**config.mk**
```make
export PLATFORM = sky130hd
export DESIGN_NAME = uart_tx_arbiter_flat
export DESIGN_NICKNAME = d
export VERILOG_FILES = /design/src/rtl/uart_tx_arbiter_if.sv /design/src/rtl/uart_tx_arbiter.sv /design/src/flat_wrapper.sv
export SDC_FILE = /design/constraint.sdc
export NUM_CORES = 1
export LEC_CHECK = 0
export BUFFER_PORTS_ARGS = -buffer_cell sky130_fd_sc_hd__clkbuf_2
export CAP_MARGIN = 10
export CORE_MARGIN = 5
export CORE_UTILIZATION = 55
export CTS_CLUSTER_DIAMETER = 30
export DETAILED_ROUTE_END_ITERATION = 6
export PLACE_DENSITY = 0.92
export REMOVE_ABC_BUFFERS = 1
export SYNTH_ARGS = -nofsm -noshare
export SYNTH_HDL_FRONTEND = slang
export SYNTH_SLANG_ARGS = --single-unit
```
**constraint.sdc**
```tcl
create_clock -name clk -period 2.8 [get_ports clk]
set_input_delay 0 -clock clk [delete_from_list [all_inputs] [get_ports clk]]
set_output_delay 0 -clock clk [all_outputs]
set_load 0.005 [all_outputs]
```
**src/rtl/uart_tx_arbiter_if.sv**
```systemverilog
// Requester and transmit-datapath signals shared by the UART transmit arbiter.
// slave is the arbiter side; master is the requester/datapath side.
interface uart_tx_arbiter_if #(
    parameter int N_REQ = 4,
    parameter int CNT_W = 16
);
    logic [N_REQ-1:0]   req_valid;
    logic [9*N_REQ-1:0] req_data;
    logic [N_REQ-1:0]   req_ready;
    logic               tx_load;
    logic [8:0]         tx_data;
    logic               tx_count;
    logic               busy;
    logic [2:0]         grant_id;
    logic               timeout_err;
    logic [CNT_W-1:0]   frame_cnt;

    modport master (
        output req_valid, req_data, tx_count,
        input  req_ready, tx_load, tx_data, busy, grant_id, timeout_err, frame_cnt
    );

    modport slave (
        input  req_valid, req_data, tx_count,
        output req_ready, tx_load, tx_data, busy, grant_id, timeout_err, frame_cnt
    );
endinterface

```
**src/rtl/uart_tx_arbiter.sv**
```systemverilog
// Round-robin scheduler sharing one UART transmit datapath among N_REQ requesters,
// with inter-frame gap and a BUSY watchdog. Interface N_REQ/CNT_W must match.
//
// state   | meaning
// --------+-----------------------------------------------------------
// IDLE    | waiting for any req_valid; arbitrates on each edge
// LOAD    | one cycle: tx_load and req_ready to the winner
// BUSY    | waiting for a tx_count rising edge or the watchdog
// GAP     | GAP_CYCLES idle clocks before the next arbitration
module uart_tx_arbiter #(
    parameter int N_REQ          = 4,
    parameter int GAP_CYCLES     = 16,
    parameter int TIMEOUT_CYCLES = 200000,
    parameter int CNT_W          = 16
) (
    input  logic             clk,
    input  logic             reset_n,
    uart_tx_arbiter_if.slave bus
);
    localparam int TMO_W = (TIMEOUT_CYCLES > 1) ? $clog2(TIMEOUT_CYCLES) : 1;
    localparam int GAP_W = (GAP_CYCLES > 0) ? $clog2(GAP_CYCLES + 1) : 1;
    localparam logic [TMO_W-1:0] TMO_LOAD = TMO_W'(TIMEOUT_CYCLES - 1);
    localparam logic [GAP_W-1:0] GAP_LOAD = GAP_W'((GAP_CYCLES > 0) ? GAP_CYCLES - 1 : 0);

    localparam logic [1:0] ST_IDLE = 2'd0;
    localparam logic [1:0] ST_LOAD = 2'd1;
    localparam logic [1:0] ST_BUSY = 2'd2;
    localparam logic [1:0] ST_GAP  = 2'd3;
    localparam logic [1:0] ST_POST = (GAP_CYCLES > 0) ? ST_GAP : ST_IDLE;

    logic [1:0]       state;
    logic [2:0]       last_grant;
    logic [2:0]       grant_id;
    logic [8:0]       tx_data;
    logic [CNT_W-1:0] frame_cnt;
    logic [TMO_W-1:0] tmo_cnt;
    logic [GAP_W-1:0] gap_cnt;
    logic             tx_count_q;

    logic             done_rise;
    logic             tmo_hit;
    logic             hi_found;
    logic             lo_found;
    logic [2:0]       hi_id;
    logic [2:0]       lo_id;
    logic [8:0]       hi_data;
    logic [8:0]       lo_data;
    logic [2:0]       win_id;
    logic [8:0]       win_data;
    logic [N_REQ-1:0] ready_vec;

    assign done_rise = bus.tx_count & ~tx_count_q;
    assign tmo_hit   = (tmo_cnt == '0);

    // Descending scan: the last hit is the lowest index. "hi" is restricted to
    // indices above last_grant; if none, wrap to the lowest valid index overall.
    always_comb begin
        hi_found = 1'b0;
        lo_found = 1'b0;
        hi_id    = '0;
        lo_id    = '0;
        hi_data  = '0;
        lo_data  = '0;
        for (int i = N_REQ - 1; i >= 0; i--) begin
            if (bus.req_valid[i]) begin
                lo_found = 1'b1;
                lo_id    = 3'(i);
                lo_data  = bus.req_data[9*i +: 9];
                if (i > int'(last_grant)) begin
                    hi_found = 1'b1;
                    hi_id    = 3'(i);
                    hi_data  = bus.req_data[9*i +: 9];
                end
            end
        end
        win_id   = hi_found ? hi_id : lo_id;
        win_data = hi_found ? hi_data : lo_data;
    end

    always_comb begin
        ready_vec = '0;
        for (int i = 0; i < N_REQ; i++) begin
            ready_vec[i] = (state == ST_LOAD) && (grant_id == 3'(i));
        end
    end

    always_ff @(posedge clk or negedge reset_n) begin
        if (!reset_n) begin
            state      <= ST_IDLE;
            last_grant <= 3'(N_REQ - 1);
            grant_id   <= '0;
            tx_data    <= '0;
            frame_cnt  <= '0;
            tmo_cnt    <= '0;
            gap_cnt    <= '0;
            tx_count_q <= 1'b0;
        end else begin
            tx_count_q <= bus.tx_count;
            case (state)
                ST_IDLE: begin
                    if (lo_found) begin
                        tx_data    <= win_data;
                        grant_id   <= win_id;
                        last_grant <= win_id;
                        state      <= ST_LOAD;
                    end
                end
                ST_LOAD: begin
                    tmo_cnt <= TMO_LOAD;
                    state   <= ST_BUSY;
                end
                ST_BUSY: begin
                    // completion takes precedence over a coincident watchdog expiry
                    if (done_rise) begin
                        frame_cnt <= frame_cnt + 1'b1;
                        gap_cnt   <= GAP_LOAD;
                        state     <= ST_POST;
                    end else if (tmo_hit) begin
                        gap_cnt <= GAP_LOAD;
                        state   <= ST_POST;
                    end else begin
                        tmo_cnt <= tmo_cnt - 1'b1;
                    end
                end
                ST_GAP: begin
                    if (gap_cnt == '0) state <= ST_IDLE;
                    else               gap_cnt <= gap_cnt - 1'b1;
                end
                default: state <= ST_IDLE;
            endcase
        end
    end

    assign bus.req_ready   = ready_vec;
    assign bus.tx_load     = (state == ST_LOAD);
    assign bus.tx_data     = tx_data;
    assign bus.busy        = (state != ST_IDLE);
    assign bus.grant_id    = grant_id;
    assign bus.timeout_err = (state == ST_BUSY) && tmo_hit && !done_rise;
    assign bus.frame_cnt   = frame_cnt;
endmodule

```
**src/flat_wrapper.sv**
```systemverilog
// flat-port wrapper written by rule: the top's interface ports become plain ports
module uart_tx_arbiter_flat 
#(
    parameter int N_REQ          = 4,
    parameter int GAP_CYCLES     = 16,
    parameter int TIMEOUT_CYCLES = 200000,
    parameter int CNT_W          = 16
)
  (clk, reset_n, bus_req_valid, bus_req_data, bus_tx_count, bus_req_ready, bus_tx_load, bus_tx_data, bus_busy, bus_grant_id, bus_timeout_err, bus_frame_cnt);
  uart_tx_arbiter_if #(.N_REQ(N_REQ), .CNT_W(CNT_W)) bus_i ();
  input  logic clk;
  input  logic reset_n;
  input wire logic [$bits(bus_i.req_valid)-1:0] bus_req_valid;
  input wire logic [$bits(bus_i.req_data)-1:0] bus_req_data;
  input wire logic [$bits(bus_i.tx_count)-1:0] bus_tx_count;
  output wire logic [$bits(bus_i.req_ready)-1:0] bus_req_ready;
  output wire logic [$bits(bus_i.tx_load)-1:0] bus_tx_load;
  output wire logic [$bits(bus_i.tx_data)-1:0] bus_tx_data;
  output wire logic [$bits(bus_i.busy)-1:0] bus_busy;
  output wire logic [$bits(bus_i.grant_id)-1:0] bus_grant_id;
  output wire logic [$bits(bus_i.timeout_err)-1:0] bus_timeout_err;
  output wire logic [$bits(bus_i.frame_cnt)-1:0] bus_frame_cnt;
  assign bus_i.req_valid = bus_req_valid;
  assign bus_i.req_data = bus_req_data;
  assign bus_i.tx_count = bus_tx_count;
  assign bus_req_ready = bus_i.req_ready;
  assign bus_tx_load = bus_i.tx_load;
  assign bus_tx_data = bus_i.tx_data;
  assign bus_busy = bus_i.busy;
  assign bus_grant_id = bus_i.grant_id;
  assign bus_timeout_err = bus_i.timeout_err;
  assign bus_frame_cnt = bus_i.frame_cnt;
  uart_tx_arbiter #(.N_REQ(N_REQ), .GAP_CYCLES(GAP_CYCLES), .TIMEOUT_CYCLES(TIMEOUT_CYCLES), .CNT_W(CNT_W)) u_core (.clk(clk), .reset_n(reset_n), .bus(bus_i));
endmodule
```
# ---- After elaboration in Yosys (flattened, before gate mapping)
# Index checks and enable logic that the tools add are counted.
dict set report classes {
  n_addsub 3
  n_lt_le_gt_ge 3
  eq_ne 12
  muxes 44
  n_bitwise 2
  reduce_logical 19
}
# cell count
set op_table {}
lappend op_table {{$mux W9} 11}
lappend op_table {{$mux W18} 2}
lappend op_table {{$pmux W18 S2} 1}
lappend op_table {{$logic_not A18 Y1} 1}
lappend op_table {{$mux W2} 9}
lappend op_table {{$mux W3} 6}
lappend op_table {{$sub A18 B1 Y18 const B} 1}
lappend op_table {{$add A16 B1 Y16 const B} 1}
lappend op_table {{$mux W5} 3}
lappend op_table {{$mux W1} 10}
lappend op_table {{$pmux W5 S2} 1}
lappend op_table {{$reduce_and A3 Y1} 3}
lappend op_table {{$pmux W2 S4} 1}
lappend op_table {{$eq A3 B2 Y1 const B} 2}
lappend op_table {{$gt A2 B3 Y1 const A} 2}
lappend op_table {{$logic_and A1 B1 Y1} 6}
lappend op_table {{$ne A2 B2 Y1 const B} 3}
lappend op_table {{$reduce_bool A2 Y1} 3}
lappend op_table {{$logic_not A5 Y1} 1}
lappend op_table {{$sub A5 B1 Y5 const B} 1}
lappend op_table {{$eq A2 B2 Y1 const B} 2}
lappend op_table {{$ne A2 B1 Y1 const B} 2}
lappend op_table {{$reduce_and A2 Y1} 2}
lappend op_table {{$eq A3 B1 Y1 const B} 1}
lappend op_table {{other kinds (8)} 8}
dict set report totals {
  register_bits 57
  in_bits 43
  output_inout_bits 35
}

# ---- Depth between registers and ports, before layout
dict set report logic_depth {
  depth_word 8
  ltp_mapped 8
  mapped_depth_nobuf 7
}

# ---- Least setup slack after synthesis
# Ideal clock, no wire load.
dict set report synth_timing {
  path_kind {reg-to-reg}
  from {register u_core.state[0]}
  to {register u_core.tmo_cnt[5]}
  t_arrival_ns 1.748
  slack_ns 0.918
  stages_incl_launch_ff 8
  path_buffers 0
  synth_period_minus_slack_ns 1.882
  path_cell_list {dfrtp_1 -> inv_1 -> ha_1 -> nand3b_1 -> nand2_1 -> or4_1 -> o21ai_0 -> o211ai_1}
}
dict set report synth_via {
  elab_chain_len 3
  word_cells_on_any_way 7
  cone_classes {4 x eq/ne; 1 x mux; 2 x reduce/logical}
}
# element line_no
set synth_rtl {}
lappend synth_rtl {{start: declaration} uart_tx_arbiter.sv:31} ;# logic [1:0] state;
lappend synth_rtl {{start signal: assignment} uart_tx_arbiter.sv:89} ;# state <= ST_IDLE;
lappend synth_rtl {{start signal: assignment} uart_tx_arbiter.sv:105} ;# state <= ST_LOAD;
lappend synth_rtl {{start signal: assignment} uart_tx_arbiter.sv:110} ;# state <= ST_BUSY;
lappend synth_rtl {{$eq A2 B2 Y1 or $eq A2 B1 Y1 (tied branches)} uart_tx_arbiter.sv:99} ;# case (state)
lappend synth_rtl {{$ne A2 B2 Y1 (no source line) or $reduce_bool A2 Y1 (tied branches)} n/a}
lappend synth_rtl {{$reduce_and A3 Y1 (no source line)} n/a}
lappend synth_rtl {{end signal: assignment} uart_tx_arbiter.sv:122} ;# tmo_cnt <= tmo_cnt - 1'b1;
lappend synth_rtl {{end: declaration} uart_tx_arbiter.sv:36} ;# logic [TMO_W-1:0] tmo_cnt;
# Several ways; a longest one is shown, not always the timed one.
# A chain may end at the register's enable or synchronous reset.

# ---- Worst setup path in the final report
dict set report layout_timing {
  from {register u_core.state[0]}
  to {register u_core.tmo_cnt[13]}
}
# Same word-level chain as after synthesis.

==> impl_metrics.yaml <==
cts:
  clockRootBuffer: "clkbuf_8"
  cts_resized: 0
  cts_setup_buffers: 0
  numCtsBuffers: 5
  cts_tree: "yes"
  clkSinkCount: 55
  path_clk_slew_ps: 110
  clk_latency_ps: 310
  htree_levels: 2
  clock_path_buffers: 2
global_route:
  antenna_found_initial: 0
  overflow: 0
  grt_max_degree: 29
  grt_pass1_wl_microns: 13800
  track_usage: 0.217
  first_global_vias: 3124
timing:
  rsz0062_at_grt: "false"
  finalSetupViolCount: 0
  clock_skew_ps: 7.83
  tightest_slew_ps: 939
  finalWorstSetupSlack_ps: 439
  slew_viol_final: 0
  fin_crit_ps: 2360
  hold_viol_final: 0
  max_slew_margin: 0.372
  fmax_mhz: 424
  fin_crit_sh: 0.843
  setup_tns_ps: 0
logic_synthesis:
  synth_seq_cells: 55
  syn_avg_cell_area_sq_um: 9.13
  synth_top_area_share: 0.396
  synth.most_common_cell: "dfrtp_1"
  yosys.area.top_type: "dfrtp_1"
  synth_edf_count: 0
  yosysUniqueCellTypes: 62
  synthCells: 367
  synthArstFlopShare: 1.00
  synthTopCellsByArea: "dfrtp_1, nand2_1, xnor2_1"
  synth_flop_cell: "dfrtp_1"
  ys_warn_count: 0
  syn_area_sq_um: 3350
  ys_seq_area_frac: 0.412
  synth_common_cells: "dfrtp_1, nand2_1, o21ai_0"
worst_setup_path:
  rr_worst_depth: 7
  r2r-end: "u_core.tmo_cnt[13]"
  endpoint_kind: "flop"
  ff2ff_setup_slack_ps: 440
  worstSetupEndpoint: "u_core.tmo_cnt[13]"
  cp.required_ps: 3010
  cp-startpoint: "u_core.state[0]"
  critPathKind: "flop to flop"
  arrival_ps: 2570
  crit_fanout: 11
  worstReg2RegStart: "u_core.state[0]"
  start_kind: "flop"
layout:
  utilization: 0.663
  syn2layout_area_growth_pct: 17.1
  drive_gt1_frac: 0.226
  nets: 493
  stdcell_count: 517
  diodes: 0
detailed_routing:
  drt_iter0_markers: 197
  drtAntennaViolNets: 0
  wl_per_cell_microns: 16.3
  drcViolationCount: 0
  via_count: 3179
  routed_via_density: 6.15
  wirelength_microns: 8420
  firstDrtPassIters: 5
floorplan:
  rows: 28
  initial_core_util: 0.566
  die_width_microns: 88.0
  io_pins: 78
  die_y_microns: 88.0
  core_sq_um: 5920
  die-area_sq_um: 7750
pwr:
  intPower_mw: 1.69
  vdd_drop_max_mv: 0.508
  comb_power_share: 0.453
  p_leak_nw: 1.80
  power.share.switching: 0.430
  seqPwrFrac: 0.392
  powerDensity_nw_per_um2: 756
  power_frac_clock: 0.154
  switching_power_mw: 1.27
place:
  globalplace.congestion: 0.914
  portBuffers: 76
  pre_cts_ws_ps: 482
  hpwl_microns: 6090
  placed_cells: 502
min_path:
  min_path_type: "input pin to flop"
status:
  outcome: "completed"
job:
  cap_violations: 0
==> power by group through the flow <==
stage	Sequential, mW	Clock [mW]	Combinational (mW)
6_report	1.16	0.458	1.34
5_1_grt	1.19	0.494	1.50
4_1_cts	1.16	0.465	1.33
3_5_place_dp	1.17	0	1.32
3_3_place_gp	1.16	0	1.26
2_1_floorplan	1.15	0	0.840
==> sequential cells by signal, summed over array words and instances (netlist names) <==
name / flops
u_core.state: 2
u_core.last_grant: 2
u_core.bus.frame_cnt: 16
u_core.tmo_cnt: 18
u_core.tx_count_q: 1
u_core.bus.grant_id: 2
u_core.gap_cnt: 5
u_core.bus.tx_data: 9
==> worst max-delay path, stage by stage (launching register included) <==
cell and delay, ps:
dfrtp_1 410, inv_1 100, ha_1 330, nand3b_1 350, nand2_1 250, nor2_1 480
nor2_1 80, a31o_2 250
==> cell families after synthesis <==
group | Yosys count | synth area share
AO/OA/AOI/OAI | 111 | 0.240
XOR/XNOR | 22 | 0.0575
adder cells (fa/ha/maj) | 9 | 0.0336
buffers and inverters | 39 | 0.0486
flip-flops | 55 | 0.412
multiplexers | 2 | 0.00635
other | 1 | 0.00112
AND/OR/NAND/NOR | 128 | 0.201
==> routing by layer <==
| metal | wire length, microns | global-route usage | part of all wire |
|---|---|---|---|
| met5 | 0 | 0 | 0 |
| met4 | 196 | 0.0934 | 0.023 |
| met3 | 691 | 0.0461 | 0.082 |
| met2 | 4130 | 0.359 | 0.49 |
| met1 | 3400 | 0.275 | 0.40 |
==> layout by cell type, fill, tap and decap left out, types with 3 or more instances in the layout <==
cell type / netlist / routed
xor2_1: 4 / 4
o221ai_1: 9 / 9
inv_1: 18 / 18
a32o_1: 9 / 9
nand3_1: 11 / 11
clkbuf_2: 0 / 76
nor3_1: 4 / 4
nor4_1: 6 / 6
o21ai_1: 4 / 4
and3_1: 5 / 5
o211a_1: 8 / 8
o31ai_1: 4 / 4
xnor2_1: 18 / 18
dlygate4sd3_1: 0 / 7
or3_1: 5 / 5
o21ai_0: 23 / 23
a211oi_1: 11 / 11
a31oi_1: 3 / 3
ha_1: 9 / 9
nand4_1: 4 / 4
dfrtp_1: 53 / 53
nor2_1: 20 / 20
buf_4: 1 / 4
a21oi_1: 19 / 19
nand2b_1: 6 / 6
clkbuf_8: 0 / 5
nand2_1: 45 / 45
a21o_1: 4 / 4
==> how the worst min path moves through the flow <==
stage	start	endpoint	cells after the start
2_1_floorplan	reset_n	u_core.bus.frame_cnt[0]	0
3_3_place_gp	reset_n	u_core.bus.tx_data[2]	1
3_5_place_dp	reset_n	u_core.bus.tx_data[2]	1
4_1_cts	bus_req_data[0]	u_core.bus.tx_data[0]	3
5_1_grt	bus_req_data[0]	u_core.bus.tx_data[0]	3
6_report	bus_req_data[0]	u_core.bus.tx_data[0]	3
==> final cells by class <==
type	count	area (sq um)
flip-flops and latches	55	1380
inverters	19	71.3
repair buffers	87	480
multi-input cells	273	1810
clock inverters	3	22.5
well taps	75	93.8
fillers	476	2000
clock buffers	5	68.8
==> through the flow <==
stage | cell area (sq um) | hold WS [ps] | power [mW]
final | 3920 | 1.52 | 2.96
after global routing | 3920 | 29.7 | 3.19
after CTS | 3920 | 6.22 | 2.96
after detailed placement | 3760 | -100 | 2.49
after global placement | 3760 | -111 | 2.42
after floorplan | 3260 | -296 | 1.99
==> timing repair <==
item,CTS,global route
setup endpoints to repair,0,0
hold endpoints to repair,60,0
hold buffers,7,0
Note: power is estimated with default switching activity, not from simulation.
